[config.mk]
export PLATFORM = sky130hd
export DESIGN_NAME = int_ctrl_flat
export DESIGN_NICKNAME = d
export VERILOG_FILES = /design/src/rtl/int_ctrl_if.sv /design/src/rtl/int_ctrl.sv /design/src/flat_wrapper.sv
export SDC_FILE = /design/constraint.sdc
export NUM_CORES = 1
export LEC_CHECK = 0
export ABC_AREA = 0
export CORE_ASPECT_RATIO = 1.4
export CORE_UTILIZATION = 44
export CTS_CLUSTER_SIZE = 40
export DETAILED_ROUTE_END_ITERATION = 10
export GPL_TIMING_DRIVEN = 1
export PLACE_DENSITY = 0.78
export SYNTH_ARGS = -nofsm -noshare
export SYNTH_HDL_FRONTEND = slang
export SYNTH_SLANG_ARGS = --single-unit
export TNS_END_PERCENT = 5
[constraint.sdc]
create_clock -name clk -period 1.7 [get_ports clk]
set_input_delay 0.34 -clock clk [delete_from_list [all_inputs] [get_ports clk]]
set_output_delay 0.34 -clock clk [all_outputs]
set_load 0.005 [all_outputs]
[src/rtl/int_ctrl_if.sv]
// -----------------------------------------------------------------------------
// int_ctrl_if -- bridge register bus for the interrupt controller.
//   addr : word address (byte addr[3:2])
//   we   : write strobe, sampled on the clock edge
//   wd   : write data
//   rd   : read data, combinational on addr
// master = bridge side, slave = int_ctrl side.
// -----------------------------------------------------------------------------
interface int_ctrl_if;
    logic [1:0]  addr;
    logic        we;
    logic [31:0] wd;
    logic [31:0] rd;

    modport master (output addr, output we, output wd, input rd);
    modport slave  (input addr, input we, input wd, output rd);
endinterface

[src/rtl/int_ctrl.sv]
// -----------------------------------------------------------------------------
// int_ctrl -- interrupt controller feeding CP0 HWInt[5:0].
// Synchronises raw IRQ lines, latches edge/level pending bits, and presents
// one fixed-priority winner (lowest index first) until software clears it or
// ERET retires it.
// Ports:
//   clk        system clock
//   reset      asynchronous reset, active low
//   irq_in     raw device interrupt lines (asynchronous)
//   bus        bridge register bus (addr/we/wd/rd)
//               0 PEND (RO), 1 ENABLE, 2 MODE (1=edge), 3 CLEAR (W1C) /
//               status read {busy, 0, id[2:0]}
//   int_taken  CP0 entered the handler on an interrupt (1-cycle pulse)
//   eret       ERET committed (1-cycle pulse)
//   hwint      registered one-hot winner, 0 when nothing is being issued
// -----------------------------------------------------------------------------
module int_ctrl #(
    parameter int NSRC = 6
) (
    input  logic            clk,
    input  logic            reset,
    input  logic [NSRC-1:0] irq_in,
    int_ctrl_if.slave       bus,
    input  logic            int_taken,
    input  logic            eret,
    output logic [5:0]      hwint
);

    typedef enum logic [1:0] {
        IDLE    = 2'd0,
        ISSUE   = 2'd1,
        SERVICE = 2'd2
    } state_t;

    localparam logic [1:0] A_PEND   = 2'd0;
    localparam logic [1:0] A_ENABLE = 2'd1;
    localparam logic [1:0] A_MODE   = 2'd2;
    localparam logic [1:0] A_CLEAR  = 2'd3;

    logic [NSRC-1:0] s1_q, s2_q, s3_q;
    logic [NSRC-1:0] pend_q, pend_d;
    logic [NSRC-1:0] en_q, en_d;
    logic [NSRC-1:0] mode_q, mode_d;
    logic [2:0]      id_q, id_d;
    state_t          state_q, state_d;
    logic [5:0]      hwint_q, hwint_d;

    logic [NSRC-1:0] rise, act, clr;
    logic [2:0]      win;
    logic [7:0]      pend8;
    logic            wr_clr, id_cleared, busy;

    assign rise   = s2_q & ~s3_q;
    assign act    = pend_q & en_q;
    assign wr_clr = bus.we && (bus.addr == A_CLEAR);
    assign clr    = wr_clr ? bus.wd[NSRC-1:0] : '0;
    assign busy   = (state_q != IDLE);
    // Padded copy so id can index PEND safely for any NSRC.
    assign pend8  = 8'(pend_q);
    assign id_cleared = wr_clr && bus.wd[id_q];

    // Fixed priority: lowest set index wins.
    always_comb begin
        win = '0;
        for (int i = NSRC - 1; i >= 0; i--) begin
            if (act[i]) win = 3'(i);
        end
    end

    always_comb begin
        // Edge lines: a rise in the same cycle as a clear keeps the bit set.
        // Level lines simply track the synchronised input.
        pend_d  = (mode_q & (rise | (pend_q & ~clr))) | (~mode_q & s2_q);
        en_d    = (bus.we && bus.addr == A_ENABLE) ? bus.wd[NSRC-1:0] : en_q;
        mode_d  = (bus.we && bus.addr == A_MODE)   ? bus.wd[NSRC-1:0] : mode_q;
        state_d = state_q;
        id_d    = id_q;
        unique case (state_q)
            IDLE: begin
                if (act != '0) begin
                    state_d = ISSUE;
                    id_d    = win;
                end
            end
            ISSUE: begin
                // Taken beats a vanishing request: CP0 is already in the handler.
                if (int_taken) begin
                    state_d = SERVICE;
                end else if (act == '0) begin
                    state_d = IDLE;
                end else begin
                    id_d = win;
                end
            end
            SERVICE: begin
                if (id_cleared || eret || !pend8[id_q]) state_d = IDLE;
            end
            default: state_d = IDLE;
        endcase
        // Registered so hwint reflects the state it is paired with.
        hwint_d = (state_d == ISSUE) ? (6'b1 << id_d) : 6'b0;
    end

    always_ff @(posedge clk or negedge reset) begin
        if (!reset) begin
            s1_q    <= '0;
            s2_q    <= '0;
            s3_q    <= '0;
            pend_q  <= '0;
            en_q    <= '0;
            mode_q  <= '0;
            id_q    <= '0;
            state_q <= IDLE;
            hwint_q <= '0;
        end else begin
            s1_q    <= irq_in;
            s2_q    <= s1_q;
            s3_q    <= s2_q;
            pend_q  <= pend_d;
            en_q    <= en_d;
            mode_q  <= mode_d;
            id_q    <= id_d;
            state_q <= state_d;
            hwint_q <= hwint_d;
        end
    end

    assign hwint = hwint_q;

    always_comb begin
        bus.rd = '0;
        unique case (bus.addr)
            A_PEND:   bus.rd = 32'(pend_q);
            A_ENABLE: bus.rd = 32'(en_q);
            A_MODE:   bus.rd = 32'(mode_q);
            A_CLEAR:  bus.rd = {27'b0, busy, 1'b0, id_q};
            default:  bus.rd = '0;
        endcase
    end

endmodule
[src/flat_wrapper.sv]
// flat-port wrapper written by rule: the top's interface ports become plain ports
module int_ctrl_flat 
#(
    parameter int NSRC = 6
)
  (clk, reset, irq_in, int_taken, eret, hwint, bus_addr, bus_we, bus_wd, bus_rd);
  int_ctrl_if bus_i ();
  input  logic clk;
  input  logic reset;
  input  logic [NSRC-1:0] irq_in;
  input  logic int_taken;
  input  logic eret;
  output logic [5:0] hwint;
  input wire logic [$bits(bus_i.addr)-1:0] bus_addr;
  input wire logic [$bits(bus_i.we)-1:0] bus_we;
  input wire logic [$bits(bus_i.wd)-1:0] bus_wd;
  output wire logic [$bits(bus_i.rd)-1:0] bus_rd;
  assign bus_i.addr = bus_addr;
  assign bus_i.we = bus_we;
  assign bus_i.wd = bus_wd;
  assign bus_rd = bus_i.rd;
  int_ctrl #(.NSRC(NSRC)) u_core (.clk(clk), .reset(reset), .irq_in(irq_in), .bus(bus_i), .int_taken(int_taken), .eret(eret), .hwint(hwint));
endmodule
==> run summary, run 1 <==
Buffers on Ports: 30
vias per cell: 4.98
met1 Use GR: 22.7%
Setup CP Type: register to output pin
grt met2 use: 32.0%
Starting Density: 45.5%
Max-Cap Viols: 0
FF-to-FF setup slack: 90 ps
1st-iter DRT viols: 49
CTS tree: done
pwr/cell area: 1180 nW/um2
slowest stage delay, CP: 470 ps
Yosys cell types: 37
Final Non-Filler Cells: 314
# rows: 30
Pleak: 1.29 nW
NumNets Final: 294
antenna viol nets, final: 0
Final Hold Viols: 3
FF/Latch Area: 1180 um2
worst r2r dst: u_core.state_q[1]
Placed Cells: 303
DRC: 0
Hold Crit Class: input port to asynchronous set/reset pin
CP arrival: 1400 ps
n_diodes: 0
setup TNS: -41.8 ps
clk_lat worst skew: 300 ps
Die H: 85.4 um
Total Wirelength: 4260 um
outcome: finished, violations left
R2R Path Start: u_core.id_q[0]
drt wl/cell: 13.6 um
crit path max fanout: 2
Yosys warnings: 0
IO Count: 83
Clock Tree Buf Depth: 2
initial antenna violation count: 0
Final setup viols: 1
Final period util: 102%
fin crit period: 1740 ps
share of cells above drive strength 1: 28.8%
Worst path slowest cell: mux4_2
DP HPWL: 3170 um
fmax: 0.574 GHz
total gr overflow: 0
clk_skew: 4.63 ps
clk sink count: 47
vias: 1563
DRT Pass-1 Iters: 4
worst-path cell chain: inv_2 > nand2_1 > mux4_2 > clkbuf_2
Layout area overhead: 28.0%
GPL Wtd Cong: 0.906
root buf cell: clkbuf_8
first-pass GRT wire length: 7260 um
die width: 61.6 um
Fillers: 436
Worst R2R Path Depth: 5
cells after synthesis: 180
final hold slack: -0.937 ps
Die ar.: 5250 um2
most used routing layer: met2
sequential share of the synthesized area: 53.8%
peak supply drop: 0.590 mV
setup ws final: -41.8 ps
Worst Setup Start Kind: register
Synth Register Bits: 47
max-slew violation count: 0
H-tree levels: 2
total track usage: 19.2%
RSZ-0062 raised after global routing: true
core area: 4800 um2
mapped cell area: 2180 um2
largest net degree at the start of global routing: 48
vias in the first global route: 1605
Reg clk slew, reported paths: 80 ps
Worst setup EP type: output pin
failing checks: negative hold slack, negative setup slack
pre-CTS setup slack: -613 ps
area of the multi-input gates: 867 um2
syn_area_per_cell: 12.1 um2
met3 Use GR: 4.42%
CP Data Required Time: 1360 ps
CTS buffer count: 5
## cells in the final DEF (no fill, tap or decap), drive strengths merged, types with 6 or more instances in the layout
cell type      instances
a21oi                  6
a32o                   8
buf                   39
clkbuf                 9
clkdlybuf4s50         21
conb                  26
dfrtp                 47
mux2                   9
nand2                 26
o21ai                  8
## report_power, final
part | internal, mW | total, mW | switching, mW
clock | 0.287 | 0.638 | 0.351
combinational | 0.662 | 1.24 | 0.579
sequential | 1.30 | 1.42 | 0.120
## cells by family (layout without fill, tap and decap cells)
family                 count (synthesis)  count (layout)  synth area share (%)
DFF                                   47              47                  53.8
AOI/OAI and AO/OA                     38              38                  14.7
muxes                                 17              17                  11.7
and+or+nand+nor                       42              42                  8.53
other                                  1              26                 0.172
buffers and inverters                 35              80                  11.1
## cells in the mapped netlist
cell type,n,area [um2]
o21ai_0,8,40.0
dfrtp_1,47,1180
mux2_4,1,15.0
nor2b_1,1,6.26
inv_1,5,18.8
nand3b_1,2,15.0
and3_1,2,12.5
a211oi_2,1,12.5
mux4_2,3,67.6
a21o_1,1,7.51
a32o_1,8,80.1
a22o_1,1,8.76
a2111oi_4,1,27.5
nand2_1,26,97.6
a21oi_1,5,25.0
mux4_1,2,52.6
o22ai_2,1,12.5
a31oi_1,2,12.5
buf_2,2,10.0
nor2_1,5,18.8
a22oi_1,2,15.0
nor3b_1,1,7.51
and2b_1,1,7.51
o2111ai_1,1,8.76
buf_6,1,11.3
mux2_2,8,90.1
a211oi_1,2,15.0
nand3_1,3,15.0
conb_1,1,3.75
a311oi_1,1,8.76
o41ai_2,1,16.3
a22oi_2,1,12.5
a21oi_2,1,8.76
nand2b_1,1,6.26
buf_4,27,203
a32oi_1,1,8.76
mux2i_1,3,30.0
## sequential cells by signal, indices dropped and copies added, names as in the netlist
register,flops
u_core.s1_q,6
u_core.hwint,6
u_core.s3_q,6
u_core.id_q,3
u_core.mode_q,6
u_core.s2_q,6
u_core.state_q,2
u_core.en_q,6
u_core.pend_q,6
## how the worst max path moves through the flow
stage,from,endpoint,slack (ps),depth (start not counted)
2_1_floorplan,u_core.id_q[0],u_core.state_q[1],230,5
3_3_place_gp,bus_addr[0],bus_rd[2],-600,4
3_5_place_dp,bus_addr[0],bus_rd[2],-610,4
4_1_cts,u_core.state_q[0],bus_rd[4],-160,4
5_1_grt,u_core.state_q[0],bus_rd[4],-100,4
6_report,u_core.state_q[0],bus_rd[4],-40,4
## through the flow
stage                     area, um2  total power [mW]  utilization, %  hold WS, ps
after floorplan                2280              2.15               -         44.4
after global routing           2800              3.51            58.2         10.0
after CTS                      2790              3.31            58.1         5.52
after global placement         2700              2.64            56.1          334
final                          2800              3.30            58.2       -0.937
after detailed placement       2700              2.68            56.1          336
## area by class of cell
type / instances / share of cell area (%)
Clock buffer: 6 / 2.60
Clock inverter: 2 / 0.447
Inverter: 5 / 0.671
Multi-Input combinational cell: 123 / 31.0
Sequential cell: 47 / 42.1
Tap cell: 64 / 2.86
Timing Repair Buffer: 67 / 20.3
## routing by layer
metal / wire length, um / share of wire (%) / vias up
li1: - / - / 730
met1: 1650 / 39 / 769
met2: 2290 / 54 / 53
met3: 217 / 5.1 / 11
met4: 96 / 2.3 / 0
met5: 0 / 0 / -
## critical path: cells and delay by family (launching register included)
family	cells	cell delay (ps)
buf+inv	2	190
simple gates	1	50
flops	1	400
mux	1	470
## what timing repair did
action | 4_1_cts | 5_1_grt
setup buffers | 1 | 1
gates resized for setup | 16 | 11
hold buffers | 0 | 0
hold endpoints to repair | 0 | 0
endpoints found under the setup margin | 6 | 8
cloned | 1 | 0
(Power assumes the default switching activity.)
==> run 2: changes to the inputs <==
Settings changed: CORE_UTILIZATION 44 to 30, PLACE_DENSITY 0.78 to 0.56.
==> run 2 against run 1 <==
  * The run ends with negative setup slack left
  * Clock skew up 0.53 ps
  * Cell count is 12% higher
  * Combinational power grew 7%
  * Largest cell class unchanged
==> run summary, run 2 (synthesis gave the netlist of run 1 again) <==
DP HPWL: 3540 um (+12%)
crit path max fanout: 2 (unchanged)
most frequent cells in the layout: dfrtp_1 (47), buf_4 (37), conb_1 (26)
Die ar.: 7630 um2 (+45%)
NumNets Final: 300 (+2.0%)
Total Wirelength: 4710 um (+11%)
max-slew violation count: 0 (unchanged)
fin crit period: 1730 ps (-7.37 ps)
Starting Density: 31.3% (-14 points)
post-route cell area: 2960 um2 (+5.9%)
Worst setup EP type: output pin
GPL Wtd Cong: 0.840 (-7.3%)
Area after DPL: 2790 um2 (+3.3%)
Fillers: 675 (+55%)
Final period util: 102% (-0.43 points)
initial antenna violation count: 0 (unchanged)
n_diodes: 0 (unchanged)
Clock Tree Buf Depth: 2 (unchanged)
vias per cell: 4.45 (-11%)
share of cells above drive strength 1: 32.8% (+4.0 points)
IO Count: 83 (unchanged)
Setup CP Type: register to output pin
drt wl/cell: 13.4 um (-1.1%)
DRC: 0 (unchanged)
# rows: 36 (+20%)
clk_skew: 5.16 ps (+0.529 ps)
CTS tree: done
Hold Crit Class: input port to asynchronous set/reset pin
CP Data Required Time: 1360 ps (about the same)
antenna viol nets, final: 0 (unchanged)
vias in the first global route: 1636 (+1.9%)
vias: 1561 (-0.13%)
Worst path slowest cell: mux4_2
Final Core Density: 42.4% (-16 points)
DRT Pass-1 Iters: 4 (unchanged)
total track usage: 13.7% (-5.5 points)
core area: 6980 um2 (+45%)
CTS buffer count: 5 (unchanged)
largest net degree at the start of global routing: 48 (unchanged)
total gr overflow: 0 (unchanged)
outcome: finished, violations left
1st-iter DRT viols: 69 (+41%)
clk sink count: 47 (unchanged)
Pleak: 1.36 nW (+5.2%)
die width: 74.1 um (+20%)
first-pass GRT wire length: 7870 um (+8.5%)
worst-path cell chain: inv_2 > nand2_2 > mux4_2 > buf_2
Final Hold Viols: 0 (-3)
Buffers on Ports: 30 (unchanged)
Reg clk slew, reported paths: 80 ps (about the same)
setup ws final: -34.4 ps (+7.37 ps)
crit-path leading delay family: multiplexers
H-tree levels: 2 (unchanged)
clk_lat worst skew: 290 ps (about the same)
Max-Cap Viols: 0 (unchanged)
Layout area overhead: 35.6%
commonest non-fill, non-tap cell in the layout: dfrtp_1
root buf cell: clkbuf_8
failing checks: negative setup slack
Die H: 103 um (+21%)
CTS hold repair buffers: 0 (unchanged)
Final setup viols: 1 (unchanged)
RSZ-0062 raised after global routing: true
slowest stage delay, CP: 450 ps (-20 ps)
fmax: 0.577 GHz (+0.42%)
CP arrival: 1390 ps (about the same)
pwr/cell area: 1250 nW/um2 (+5.6%)
peak supply drop: 0.376 mV (-36%)
Worst Setup Start Kind: register
final hold slack: 0.998 ps (+1.93 ps)
worst path bufs/invs: 2 (unchanged)
run 2: stage by stage:
stage	setup slack, ps	std cells	power, mW	TNS (ps)
after CTS	-48.8	351	3.73	-70.0
after global placement	-616	339	2.73	-5520
after floorplan	231	205	2.15	0
after global routing	-98.2	351	3.91	-98.2
final	-34.4	351	3.69	-34.4
after detailed placement	-628	339	2.75	-5800
run 2: path summary, 6_finish.rpt:
check                                          to  cells after the start         startpoint  slack [ps]
max in group asynchronous         u_core.hwint[1]                      2              reset        1460
worst max register to register  u_core.state_q[1]                      4     u_core.id_q[0]          80
min in group clk                   u_core.s2_q[5]                      0     u_core.s1_q[5]         350
worst max-delay path                    bus_rd[4]                      4  u_core.state_q[0]         -30
worst min register to register     u_core.s2_q[5]                      0     u_core.s1_q[5]         350
worst min-delay path               u_core.s1_q[5]                      2              reset           1
run 2: where the power goes:
group          switching [mW]  leakage [nW]  total [mW]  internal [mW]
logic                   0.603         0.726        1.33          0.723
registers               0.119         0.567        1.42           1.30
clock network           0.358        0.0654       0.946          0.587
run 2: layer usage:
layer	part of all wire, %	GRT usage [%]
met5	0	0
met4	2.4	5.47
met3	4.7	2.64
met2	54	25.1
met1	39	15.2
run 2: area by class of cell:
type	instances	area, um2	area share [%]
Clock buffer	6	72.6	2.45
Inverter	5	18.8	0.634
Tap cell	95	119	4.01
Clock inverter	2	60.1	2.03
Timing Repair Buffer	73	646	21.8
Sequential cell	47	1180	39.7
Multi-Input combinational cell	123	870	29.4
run 2: timing repair:
item | CTS | global route
setup endpoints to repair | 7 | 7
cloned | 1 | 0
endpoints found under the hold margin | 0 | 0
setup buffers | 3 | 0
pin swaps | 1 | 1
gates resized for setup | 31 | 7
run 2: worst register-to-register path, delay by kind of cell (launching register included):
kind	cells	cell delay, ps
AOI/OAI and AO/OA	2	350
buffers and inverters	1	190
DFF	1	380
muxes	1	580
==> run 3: changes to the inputs <==
Settings changed: CELL_PAD_IN_SITES_DETAIL_PLACEMENT from default to 1, CELL_PAD_IN_SITES_GLOBAL_PLACEMENT from default to 1, CORE_UTILIZATION 30 to 34, PLACE_DENSITY 0.56 to 0.78.
==> run 3 against run 2 <==
  * Flip-flop and latch count stayed put
  * Total power is 1.8% lower
  * Clock power is 9.8% lower
  * The flow still finishes with violations (negative setup slack)
  * Wire length is 8.9% higher
  * Maximum frequency is 0.51% higher
  * Cell count is 7.7% lower
  * Global-route usage is 2.6 points higher
  * Highest routed layer unchanged
  * Core utilization is 3.8 points higher
  * Register-to-register slack worse by 40 ps
  * Cell area is 3.1% lower
  * Non-clock buffer count is 4 lower
==> run summary, run 3 (synthesis gave the netlist of run 1 again) <==
fmax: 0.579 GHz (+0.51%)
failing checks: negative setup slack
share of cells above drive strength 1: 32.1% (-0.67 points)
crit path max fanout: 2 (unchanged)
n_diodes: 0 (unchanged)
Worst path slowest cell: mux4_2
Setup CP Type: register to output pin
Final setup viols: 1 (unchanged)
Final Core Density: 46.2% (+3.8 points)
H-tree levels: 2 (unchanged)
GPL Wtd Cong: 0.814 (-3.0%)
Buffers on Ports: 30 (unchanged)
outcome: finished, violations left
total gr overflow: 0 (unchanged)
max-slew violation count: 0 (unchanged)
worst path bufs/invs: 2 (unchanged)
commonest non-fill, non-tap cell in the layout: dfrtp_1
Worst Setup Start Kind: register
CTS tree: done
total track usage: 16.2% (+2.6 points)
1st-iter DRT viols: 47 (-32%)
Final Hold Viols: 0 (unchanged)
most frequent cells in the layout: dfrtp_1 (45), buf_4 (34), nand2_1 (26), conb_1 (26), clkdlybuf4s50_1 (21)
root buf cell: clkbuf_8
Reg clk slew, reported paths: 90 ps (about the same)
Die H: 96.8 um (-5.9%)
Hold Crit Class: register to register
CP arrival: 1390 ps (about the same)
Clock Tree Buf Depth: 2 (unchanged)
Pwr Total: 3.63 mW (-1.8%)
vias: 1620 (+3.8%)
Fillers: 694 (+2.8%)
vias in the first global route: 1683 (+2.9%)
crit-path leading delay family: multiplexers
clk sink count: 47 (unchanged)
pre-CTS setup slack: -776 ps (-148 ps)
DRC: 0 (unchanged)
IO Count: 83 (unchanged)
DP HPWL: 3840 um (+8.3%)
slowest stage delay, CP: 450 ps (about the same)
Pleak: 1.32 nW (-2.7%)
core area: 6210 um2 (-11%)
peak supply drop: 0.420 mV (+12%)
vias per cell: 5.00 (+12%)
clk_skew: 7.88 ps (+2.72 ps)
NumNets Final: 296 (-1.3%)
Total Wirelength: 5130 um (+8.9%)
DRT Pass-1 Iters: 4 (unchanged)
drt wl/cell: 15.8 um (+18%)
RSZ-0062 raised after global routing: true
# rows: 34 (-5.6%)
FF/Latch Area: 1180 um2 (+0.21%)
CP Data Required Time: 1360 ps (about the same)
setup TNS: -25.7 ps (+8.76 ps)
setup ws final: -25.7 ps (+8.76 ps)
Worst setup EP type: output pin
Max-Cap Viols: 0 (unchanged)
first-pass GRT wire length: 8490 um (+7.8%)
Final period util: 102% (-0.52 points)
antenna viol nets, final: 0 (unchanged)
largest net degree at the start of global routing: 22 (-54%)
initial antenna violation count: 0 (unchanged)
fin crit period: 1730 ps (-8.76 ps)
Die ar.: 6750 um2 (-11%)
pwr/cell area: 1260 nW/um2 (+1.4%)
worst-path cell chain: inv_2 > nand2_1 > mux4_2 > clkbuf_2
die width: 69.7 um (-5.9%)
clk_lat worst skew: 310 ps (+20 ps)
area of the multi-input gates: 878 um2 (+1.0%)
CTS buffer count: 5 (unchanged)
Starting Density: 35.2% (+3.9 points)
Layout area overhead: 31.3%
## run 3: worst reg2reg max path: stages, from the launching register on
cell and delay [ps]:
dfrtp_1 400, buf_4 130, buf_4 120, buf_4 130, a21o_1 180, a21oi_2 140, a32o_2 190, a21oi_2 90
and2b_1 170
## run 3: layer usage
metal	wire length (um)	vias to the layer above	GRT usage, %
met5	0	-	0
met4	130	0	6.00
met3	269	14	3.65
met2	2790	61	30.1
met1	1940	809	17.8
li1	-	736	-
## run 3: final timing paths
kind | from | endpoint | slack [ps] | cells past startpoint
max | u_core.state_q[1] | bus_rd[4] | -30 | 4
min | u_core.s1_q[5] | u_core.s2_q[5] | 350 | 0
max reg2reg | u_core.state_q[1] | u_core.hwint[2] | 40 | 8
min reg2reg | u_core.s1_q[5] | u_core.s2_q[5] | 350 | 0
max in group asynchronous | reset | u_core.hwint[0] | 700 | 3
min in group asynchronous | reset | u_core.s3_q[4] | 490 | 2
## run 3: layout make-up
| class | instances | area share [%] |
|---|---|---|
| clock buffers | 6 | 2.88 |
| well taps | 72 | 3.14 |
| inverters | 5 | 0.654 |
| flip-flops and latches | 47 | 41.1 |
| clock inverters | 2 | 1.22 |
| multi-input cells | 123 | 30.6 |
| repair buffers | 69 | 20.4 |
## run 3: power by group
group	switching, mW	leakage (nW)	internal, mW
Sequential	0.124	0.566	1.30
Clock	0.377	0.0612	0.476
Combinational	0.627	0.696	0.720
## run 3: through the flow
step / cell area (um2) / hold WS, ps / instances
global placement: 2710 / 286 / 311
CTS: 2840 / 356 / 321
finish: 2870 / 353 / 324
detailed placement: 2710 / 286 / 311
global route: 2870 / 364 / 324
floorplan: 2280 / 44.4 / 205
## run 3: repair_timing
item	in CTS	in global routing
hold endpoints to repair	15	0
endpoints found under the setup margin	13	6
buffers inserted	1	3
gates resized for setup	24	11
hold buffers	1	0
pin swaps	0	2
==> patch, RTL diff (flow settings as in run 1) <==
Take the reset off `s3_q` and load it in a clocked block of its own.
--- a/src/rtl/int_ctrl.sv
+++ b/src/rtl/int_ctrl.sv
@@ -105,7 +105,6 @@
         if (!reset) begin
             s1_q    <= '0;
             s2_q    <= '0;
-            s3_q    <= '0;
             pend_q  <= '0;
             en_q    <= '0;
             mode_q  <= '0;
@@ -115,7 +114,6 @@
         end else begin
             s1_q    <= irq_in;
             s2_q    <= s1_q;
-            s3_q    <= s2_q;
             pend_q  <= pend_d;
             en_q    <= en_d;
             mode_q  <= mode_d;
@@ -123,6 +121,10 @@
             state_q <= state_d;
             hwint_q <= hwint_d;
         end
+    end
+
+    always_ff @(posedge clk) begin
+        s3_q <= s2_q;
     end
 
     assign hwint = hwint_q;
Check against the original RTL: no difference found for any inputs over 4 cycles, from zero or initial values and one cycle with reset low; that may be too few to reach the edited logic, so the function may still have changed.
==> patch against run 1 <==
The flow finishes with violations (negative setup slack); die area is 1.3% lower; total power increased by 6.2%; count of clock-buffer cells in the layout down 1; routed wire length is 4.2% lower; maximum frequency fell by 0.75%; clock power rose by 31%; via count decreased by 1.2%; synthesized area fell by 1.4%; first-iteration DRC count grew 43%; worst setup slack got worse by 13 ps; sequential cell count unchanged; cell area is 0.54% lower; critical path type unchanged; largest cell class unchanged; largest power group unchanged.
==> patch: results <==
{
  "status": "finished with violations",
  "violations": "negative setup slack",
  "cts_max_path_buffers": 2,
  "synth_mux_area_frac": 0.118,
  "fillers": 396,
  "grt_use_total": 0.182,
  "skew_ps": 5.85,
  "drive_gt1_frac": 0.308,
  "ys_top_cells_by_count": "dfrtp_1, buf_4, nand2_1",
  "synthXorXnorAreaFrac": 0,
  "hold_path_class": "in -> async",
  "synth_area_leaders": "dfrtp_1, buf_4, dfxtp_1",
  "yosysUniqueCellTypes": 38,
  "setup_viol": 1,
  "dpl_cell_area_um2": 2660,
  "grt_pass1_wl_um": 6910,
  "worstRegToRegCells": 5,
  "crit_start": "u_core.state_q[1]",
  "peakVddDrop_mv": 0.746,
  "synth_compound_area_frac": 0.149,
  "dr.pass1.iters": 4,
  "grt_start_max_net_pins": 42,
  "crit_arrival_ps": 1420,
  "async_flop_share": 0.872,
  "hpwl_um": 3090,
  "nets": 294,
  "grt_pass1_vias": 1525,
  "wl_um": 4080,
  "io_buffer_count": 30,
  "leakage_uw": 0.00128,
  "yosysSeqAreaShare": 0.532,
  "drtIter0Drc": 70,
  "n_antenna_cell": 0,
  "via_per_inst": 4.95,
  "gp_congestion": 0.909,
  "worst_slack_ps": -55.0
}
patch: cell count changes in the layout (fill, tap and decap cells not counted), moves of 2 or more:
| cell | before | now |
|---|---|---|
| dfxtp_1 | 0 | 6 |
| dfrtp_1 | 46 | 41 |
| buf_2 | 3 | 6 |
| clkbuf_2 | 3 | 1 |
| clkdlybuf4s15_1 | 2 | 0 |
patch: layout make-up:
type | count | area (um2) | area share
Sequential cell | 47 | 1150 | 0.412
Multi-Input combinational cell | 123 | 868 | 0.312
Timing Repair Buffer | 67 | 554 | 0.199
Tap cell | 62 | 77.6 | 0.0279
Clock buffer | 5 | 68.8 | 0.0247
Clock inverter | 3 | 47.5 | 0.0171
Inverter | 5 | 18.8 | 0.00675
patch: path summary, 6_finish.rpt:
path | endpoint | slack (ps)
max | bus_rd[4] | -60
min | u_core.s1_q[4] | 70
max reg2reg | u_core.state_q[1] | 90
min reg2reg | u_core.s2_q[1] | 360
max in group asynchronous | u_core.mode_q[0] | 1280
min in group clk | u_core.s2_q[1] | 360
patch: critical path, stage by stage, from the launching register on:
cell,delay [ps]
dfrtp_1,400
inv_2,70
nand2_2,50
mux4_2,450
buf_2,140
patch: through the flow:
stage	instances	worst slack (ps)	TNS, ps	hold slack [ps]
floorplan	205	231	0	44.4
global placement	302	-638	-4800	333
detailed placement	302	-649	-5260	336
CTS	311	-75.5	-75.5	90.7
global route	312	-87.8	-112	114
finish	312	-55.0	-55.0	72.3
patch: timing repair:
action                     4_1_cts  5_1_grt
setup buffers                    1        1
setup endpoints to repair        6        5
pin swaps                        1        1
cloned                           0        0
resized for setup               34        4
patch: where the power goes:
group          leakage [uW]  internal, uW  total [uW]  switching, uW
sequential         0.000548          1300        1410            112
combinational      0.000673           674        1260            589
clock             0.0000587           445         833            388
patch: kinds of logic after synthesis:
logic type,count (synthesis)
flops,47
simple gates,42
compound gates,38
buf+inv,35
mux,17
other cells,1
patch: per-layer routing:
layer | part of all wire | track usage | up-vias
met3 | 0.046 | 0.0401 | 9
li1 | - | - | 735
met2 | 0.52 | 0.303 | 51
met1 | 0.42 | 0.221 | 750
met5 | 0 | 0 | -
met4 | 0.018 | 0.0744 | 0
